## config.mk

```make
export PLATFORM = sky130hd
export DESIGN_NAME = bike_mult_ctrl
export DESIGN_NICKNAME = d
export VERILOG_FILES = /design/src/rtl/bike_mult_ctrl.sv
export SDC_FILE = /design/constraint.sdc
export NUM_CORES = 1
export LEC_CHECK = 0
export CORE_MARGIN = 5
export CORE_UTILIZATION = 55
export CTS_BUF_LIST = sky130_fd_sc_hd__clkbuf_2
export DETAILED_ROUTE_END_ITERATION = 7
export HOLD_SLACK_MARGIN = 0.03
export MAX_ROUTING_LAYER = met4
export PLACE_DENSITY = 0.79
export SETUP_SLACK_MARGIN = 0.4
export SLEW_MARGIN = 20
export SYNTH_ARGS = -nofsm -noshare
export SYNTH_HDL_FRONTEND = slang
export SYNTH_SLANG_ARGS = --single-unit
```

## constraint.sdc

```tcl
create_clock -name clk -period 2.6 [get_ports clk]
set_input_delay 0.52 -clock clk [delete_from_list [all_inputs] [get_ports clk]]
set_output_delay 0.52 -clock clk [all_outputs]
set_load 0.02 [all_outputs]
```

## src/rtl/bike_mult_ctrl.sv

```systemverilog
// Control sequencer for the sparse-by-dense cyclic multiplier: walks sparse positions, streams
// dense words, and emits latency-aligned accumulator strobes.
module bike_mult_ctrl #(
  parameter int unsigned WEIGHT   = 71,
  parameter int unsigned R_BLOCKS = 385,
  parameter int unsigned LOGW     = 7,
  parameter int unsigned LOGB     = 9,
  parameter int unsigned PIPE_LAT = 2
) (
  input  logic            clk,
  input  logic            resetn,
  input  logic            start,
  input  logic            abort,
  output logic            sparse_rden,
  output logic [LOGW-1:0] sparse_addr,
  output logic            pos_valid,
  output logic            dense_rden,
  output logic [LOGB-1:0] dense_addr,
  output logic            acc_we,
  output logic [LOGB-1:0] acc_addr,
  output logic            acc_first,
  output logic            busy,
  output logic            done
);

  localparam int unsigned WW = (PIPE_LAT > 1) ? $clog2(PIPE_LAT) : 1;

  localparam logic [LOGW-1:0] ILast = LOGW'(WEIGHT - 1);
  localparam logic [LOGW-1:0] IOne  = LOGW'(1);
  localparam logic [LOGB-1:0] JLast = LOGB'(R_BLOCKS - 1);
  localparam logic [LOGB-1:0] JOne  = LOGB'(1);
  localparam logic [WW-1:0]   WLast = WW'(PIPE_LAT - 1);
  localparam logic [WW-1:0]   WOne  = WW'(1);

  typedef enum logic [2:0] {
    StIdle,
    StLoadPos,
    StWaitPos,
    StStream,
    StDrain,
    StDone
  } state_e;

  state_e          state_q;
  logic [LOGW-1:0] i_q;
  logic [LOGB-1:0] j_q;
  logic [WW-1:0]   wcnt_q;

  // Delay line mirrors the memory read latency so the accumulator sees data with its strobe.
  logic            dl_we    [PIPE_LAT];
  logic [LOGB-1:0] dl_addr  [PIPE_LAT];
  logic            dl_first [PIPE_LAT];

  assign acc_we    = dl_we[PIPE_LAT-1];
  assign acc_addr  = dl_addr[PIPE_LAT-1];
  assign acc_first = dl_first[PIPE_LAT-1];

  always_ff @(posedge clk or negedge resetn) begin
    if (!resetn) begin
      state_q     <= StIdle;
      i_q         <= '0;
      j_q         <= '0;
      wcnt_q      <= '0;
      sparse_rden <= 1'b0;
      sparse_addr <= '0;
      pos_valid   <= 1'b0;
      dense_rden  <= 1'b0;
      dense_addr  <= '0;
      busy        <= 1'b0;
      done        <= 1'b0;
      for (int k = 0; k < PIPE_LAT; k++) begin
        dl_we[k]    <= 1'b0;
        dl_addr[k]  <= '0;
        dl_first[k] <= 1'b0;
      end
    end else if (abort) begin
      // Addresses hold; everything that could cause a write or a completion is dropped.
      state_q     <= StIdle;
      i_q         <= '0;
      j_q         <= '0;
      wcnt_q      <= '0;
      sparse_rden <= 1'b0;
      pos_valid   <= 1'b0;
      dense_rden  <= 1'b0;
      busy        <= 1'b0;
      done        <= 1'b0;
      for (int k = 0; k < PIPE_LAT; k++) begin
        dl_we[k]    <= 1'b0;
        dl_addr[k]  <= '0;
        dl_first[k] <= 1'b0;
      end
    end else begin
      dl_we[0]    <= dense_rden;
      dl_addr[0]  <= dense_addr;
      dl_first[0] <= dense_rden && (i_q == '0);
      for (int k = 1; k < PIPE_LAT; k++) begin
        dl_we[k]    <= dl_we[k-1];
        dl_addr[k]  <= dl_addr[k-1];
        dl_first[k] <= dl_first[k-1];
      end

      unique case (state_q)
        StIdle: begin
          if (start) begin
            state_q     <= StLoadPos;
            sparse_rden <= 1'b1;
            sparse_addr <= i_q;
            busy        <= 1'b1;
          end
        end
        StLoadPos: begin
          state_q     <= StWaitPos;
          sparse_rden <= 1'b0;
          wcnt_q      <= '0;
          pos_valid   <= (PIPE_LAT == 1);
        end
        StWaitPos: begin
          if (wcnt_q == WLast) begin
            state_q    <= StStream;
            pos_valid  <= 1'b0;
            dense_rden <= 1'b1;
            dense_addr <= '0;
            j_q        <= '0;
          end else begin
            wcnt_q    <= wcnt_q + WOne;
            pos_valid <= ((wcnt_q + WOne) == WLast);
          end
        end
        StStream: begin
          if (j_q == JLast) begin
            dense_rden <= 1'b0;
            j_q        <= '0;
            if (i_q < ILast) begin
              i_q         <= i_q + IOne;
              state_q     <= StLoadPos;
              sparse_rden <= 1'b1;
              sparse_addr <= i_q + IOne;
            end else begin
              state_q <= StDrain;
              wcnt_q  <= '0;
            end
          end else begin
            j_q        <= j_q + JOne;
            dense_addr <= j_q + JOne;
          end
        end
        StDrain: begin
          if (wcnt_q == WLast) begin
            state_q <= StDone;
            done    <= 1'b1;
            busy    <= 1'b0;
            i_q     <= '0;
            j_q     <= '0;
            wcnt_q  <= '0;
          end else begin
            wcnt_q <= wcnt_q + WOne;
          end
        end
        StDone: begin
          state_q <= StIdle;
          done    <= 1'b0;
        end
        default: state_q <= StIdle;
      endcase
    end
  end

endmodule

```

# After elaboration in Yosys (flattened, before gate mapping)
# Cells that the tools add are included.
[totals]
elab_cells = 109
regBits = 63
in_bits = 4
[op_classes]
add_sub_neg = 3
n_lt_le_gt_ge = 1
bitwise_logic = 1
mux = 45
n_eq_ne = 18
reduce_logical = 24
[op_table]
columns = ["operator", "count"]
rows = [
  ["2-to-1 mux 9 bit", 4],
  ["case mux 9 bit (2 select lines)", 2],
  ["2-to-1 mux 7 bit", 5],
  ["case mux 7 bit (2 select lines)", 2],
  ["2-to-1 mux 18 bit", 1],
  ["2-to-1 mux 3 bit", 6],
  ["inequality test 3 bit, second input constant", 6],
  ["nonzero test 3 bit", 6],
  ["2-to-1 mux 1 bit", 16],
  ["AND reduction 4 bit", 4],
  ["case mux 3 bit (5 select lines)", 1],
  ["inequality test 2 bit, second input constant", 5],
  ["adder 9 x 1 -> 9 bit, second input constant", 1],
  ["== test 9 bit, second input constant", 1],
  ["AND reduction 3 bit", 3],
  ["case mux 1 bit (2 select lines)", 4],
  ["adder 7 x 1 -> 7 bit, second input constant", 1],
  ["logical NOT 7 bit", 1],
  ["< comparator 7 bit, second input constant", 1],
  ["== test 3 x 2 -> 1 bit, second input constant", 2],
  ["== test 3 bit, second input constant", 2],
  ["AND reduction 5 bit", 1],
  ["nonzero test 5 bit", 1],
  ["2-to-1 mux 2 bit", 2],
  ["12 further kinds", 14],
]

# Depth between registers and ports, before layout
[logic_depth]
ltp_word = 5
mapped_depth = 7

# Least setup slack after synthesis
# OpenSTA, ideal clock, no wires.
[synth_timing]
kind = "reg-to-reg"
startpoint = "register j_q[0]"
endpoint = "register sparse_addr[0]"
setup_ps = 125
n_path_buf = 1
stages_incl_launch_ff = 8
arrival_time_ps = 1896
synth_period_minus_slack_ps = 2021
slack_ps = 579
required_time_ps = 2475
path_cell_list = "dfrtp_1 inv_1 ha_1 nor4b_4 a21oi_2 or3b_1 buf_6 mux2_4"
[synth_via]
elab_chain_len = 3
[synth_lines]
columns = ["item", "line", "rtl"]
rows = [
  ["start, declared", "46", "logic [LOGB-1:0] j_q;"],
  ["start signal, assigned", "143", "j_q <= j_q + JOne;"],
  ["== test 9 bit", "130", "if (j_q == JLast) begin"],
  ["inequality test 2 bit (no source line)", "n/a", ""],
  ["AND reduction 5 bit (no source line)", "n/a", ""],
  ["end signal, assigned", "107", "sparse_addr <= i_q;"],
  ["end signal, assigned", "137", "sparse_addr <= i_q + IOne;"],
  ["end, declared", "15", "output logic [LOGW-1:0] sparse_addr,"],
]
# Every way passes these cells.
# A chain may end at the register's enable or synchronous reset.

# Worst setup path after layout
[layout_timing]
startpoint = "register state_q[1]"
endpoint = "register i_q[5]"
[layout_via]
elab_chain_len = 3
word_cells_on_any_way = 9
cone_classes = "5 x eq/ne; 2 x mux; 2 x reduce/logical"
[layout_lines]
columns = ["item", "line", "rtl"]
rows = [
  ["start, declared", "44", "state_e state_q;"],
  ["start signal, assigned", "60", "state_q <= StIdle;"],
  ["start signal, assigned", "78", "state_q <= StIdle;"],
  ["start signal, assigned", "105", "state_q <= StLoadPos;"],
  ["== test 3 bit or == test 3 x 2 -> 1 bit (tied branches)", "102", "unique case (state_q)"],
  ["inequality test 3 bit (no source line) (tied with other cells)", "n/a", ""],
  ["AND reduction 4 bit (no source line) or 2-to-1 mux 7 bit (tied branches)", "n/a", ""],
  ["end signal, assigned", "134", "i_q <= i_q + IOne;"],
  ["end, declared", "45", "logic [LOGW-1:0] i_q;"],
]
# Several ways; a longest one is shown, not always the timed one.

==> impl_metrics.ini <==
[sta]
min_period_ns = 2.121
hold_viol = 0
finalClockSkew_ns = 0.01680
maxSlewViolCount = 0
finalSetupTns_ns = 0
worst_pin_slew_ns = 0.7766
fin_crit_sh = 0.8157
relSlewSlack = 0.4823
setup_viol_count_final = 0
max_freq_ghz = 0.4715
rsz0062_at_grt = false

[logic_synthesis]
syn-num-nets = 296
syn_area_mm2 = 0.003090
ys_types = 53
yosys.area.top_type_share = 0.5101
synth_mux_area_frac = 0.04737
synth_edf_count = 0
ys.flop_type = dfrtp_1
yosysWarnings = 0
synth_area_leaders = dfrtp_1 51%, nor2b_1 4.9%, a22o_1 3.7%
synth-simple-area-share = 0.1700
synth_seq_area_share = 0.5101
synth_top_family_by_area = simple AND/OR/NAND/NOR gates
syn_area_per_cell_um2 = 10.73
postSynthRegisterBits = 63
synth_compound_area_frac = 0.1559
synth_area_leader_cell = dfrtp_1
synth-xor-area-share = 0.03684
synth_fa_ha_area_frac = 0.01619
async_flop_share = 1.000
syn_inst = 288

[die]
die_width_um = 84.96
coreArea_mm2 = 0.005473
fp.dieArea_mm2 = 0.007218
dieHeight_um = 84.96
rows = 27
initial_core_util = 0.5647
ioPinCount = 36

[cells_and_area]
drive_gt1_frac = 0.1438
final_cell_area_mm2 = 0.003603
layout_commonest_cell = dfrtp_1
multi_input_area_mm2 = 0.001326
num_antenna_cells = 0
nets = 323
syn_to_final_growth_pct = 16.60
final_cell_mix = 61 x dfrtp_1, 34 x clkdlybuf4s50_1, 24 x nor2b_1, 19 x nand2_1, 13 x a22o_1
fill_cells = 441
regArea_mm2 = 0.001579

[clock_network]
clock_latency_ns = 0.48
clkSlewWorstSetupHoldPaths_ns = 0.18
cts_buffer_depth = 2
htreeDepth = 3
clockRootBuffer = clkbuf_2
numCtsBuffers = 9
hold_buffers = 0
tritoncts = built
cts_sinks = 63

[power_and_ir_drop]
power_frac_seq = 0.483
fin_total_pwr_w = 0.002333
clkPwrFrac = 0.339
power.internal_w = 0.001666
vdd_ir_drop_max_mv = 0.3156
comb_power_share = 0.179
power_density_mw_per_mm2 = 647.6
power_leakage_nw = 1.610
netSwitchingPower_w = 0.0006670
switching_share = 0.2859

[setup_path]
critPathSlowestCell = nor3b_1
crit_arrival_ns = 2.51
startpoint_type = flip-flop
reg2reg_slack_ns = 0.48
critPathKind = flip-flop to flip-flop
worst-path-buf-inv = 0
r2r_start = state_q[1]
critPathTopFamily = simple AND/OR/NAND/NOR gates
worstSetupPathDepth = 4
cp.required_ns = 2.98
rr_endpoint = i_q[5]
path_common_cell = a22o_1
rr_worst_depth = 4
cpPeakStageDelay_ns = 0.68
worst_setup_path_end_kind = flip-flop
worstPathCellList = nor3b_1 > nor2_1 > a22o_1 > a22o_1
cp_max_fo = 16

[placed_design]
gp_congestion = 0.9217
dpl_cell_area_mm2 = 0.003401
dp_hpwl_um = 3998
portBuffers = 35

[drt]
post-route-drc-count = 0
post_drt_wl_per_cell_um = 15.01
ant_nets = 0
via_per_inst = 5.686
wl_um = 5885
vias = 2229
drt_iter0_markers = 132
drt_pass1_iterations = 4

[global_routing]
grt_start_max_net_pins = 64
grt_pass1_wl_um = 10250
globalRouteOverflowTotal = 0
antenna_found_initial = 0
grt_use_total = 0.1831
grt_pass1_vias = 2096

[outcome]
run_status = completed

[flow_run]
drv_cap = 0

[worst_hold_path]
min_path_type = input port to async pin
[cell usage after synthesis (all sizes together) (2+ instances only)]
cell and n:
a22o 13, o31ai 2, a32o 3, o21a 3
nor4 3, ha 4, nor3 9, o21ai 11
xor2 6, nand3 8, a21oi 14, xnor2 7
buf 14, a41oi 2, a31oi 8, dfrtp 63
mux2i 3, nor2 11, a211oi 2, nand2b 4
nor4b 2, mux2 8, nor3b 2, clkbuf 13
a2111oi 2, and3 2, nor2b 24, a2bb2oi 2
inv 9, or2 2, nand2 20
[through the flow]
step | util | std cells | hold slack [ns] | setup WS (ns)
2_1_floorplan | - | 288 | 0.2244 | 0.5790
3_3_place_gp | 0.6214 | 373 | 0.4416 | 0.09110
3_5_place_dp | 0.6214 | 373 | 0.4489 | 0.05792
4_1_cts | 0.6546 | 391 | 0.1605 | 0.4229
5_1_grt | 0.6584 | 392 | 0.1979 | 0.4000
6_report | 0.6584 | 392 | 0.1653 | 0.4791
[flip-flops by register name, indices dropped and copies added, names as in the netlist]
name and cells:
acc_addr 9, dense_addr 9, dl_addr 9, j_q 9
i_q 7, sparse_addr 7, state_q 3, acc_first 1
acc_we 1, busy 1, dense_rden 1, dl_first 1
dl_we 1, done 1, pos_valid 1, sparse_rden 1
wcnt_q 1
[repair_timing]
item / CTS / global route
pin swaps: 0 / 1
resized for setup: 1 / 5
buffers inserted: 2 / 1
endpoints found under the setup margin: 14 / 27
[final cells by class]
type                       count  share of cell area
multi-input combinational    189              0.3681
clock inverter                 7             0.03333
inverter                       9            0.009375
tap                           72             0.02500
timing repair buffer          43              0.1135
sequential                    63              0.4382
clock buffer                   9             0.01250
[power groups by stage]
stage / registers (W) / clock network (W) / logic [W]
global placement: 0.00114 / 0 / 0.000398
detailed placement: 0.00114 / 0 / 0.000408
CTS: 0.00113 / 0.000806 / 0.000415
finish: 0.00113 / 0.000790 / 0.000417
global route: 0.00114 / 0.000849 / 0.000460
floorplan: 0.00115 / 0 / 0.000246
[per-layer routing]
| metal | vias up | global-route usage | part of all wire |
|---|---|---|---|
| met3 | 11 | 0.03883 | 0.045 |
| li1 | 1077 | - | - |
| met4 | 0 | 0.07626 | 0.019 |
| met1 | 1077 | 0.2469 | 0.46 |
| met2 | 64 | 0.2691 | 0.47 |
| met5 | - | - | 0 |
[logic make-up after synthesis]
logic type | after synthesis
and+or+nand+nor | 94
buffers and inverters | 36
muxes | 11
AOI/OAI and AO/OA | 67
xor gates and xnor gates | 13
adders and majority gates | 4
DFF | 63
[how the worst max path moves through the flow]
stage,slack (ns),start,end
3_3_place_gp,0.09,start,sparse_addr[1]
3_5_place_dp,0.06,start,sparse_addr[2]
2_1_floorplan,0.58,j_q[0],sparse_addr[0]
6_report,0.48,state_q[1],i_q[5]
4_1_cts,0.42,state_q[1],sparse_addr[6]
5_1_grt,0.40,state_q[1],i_q[5]
(Power assumes the default switching activity.)
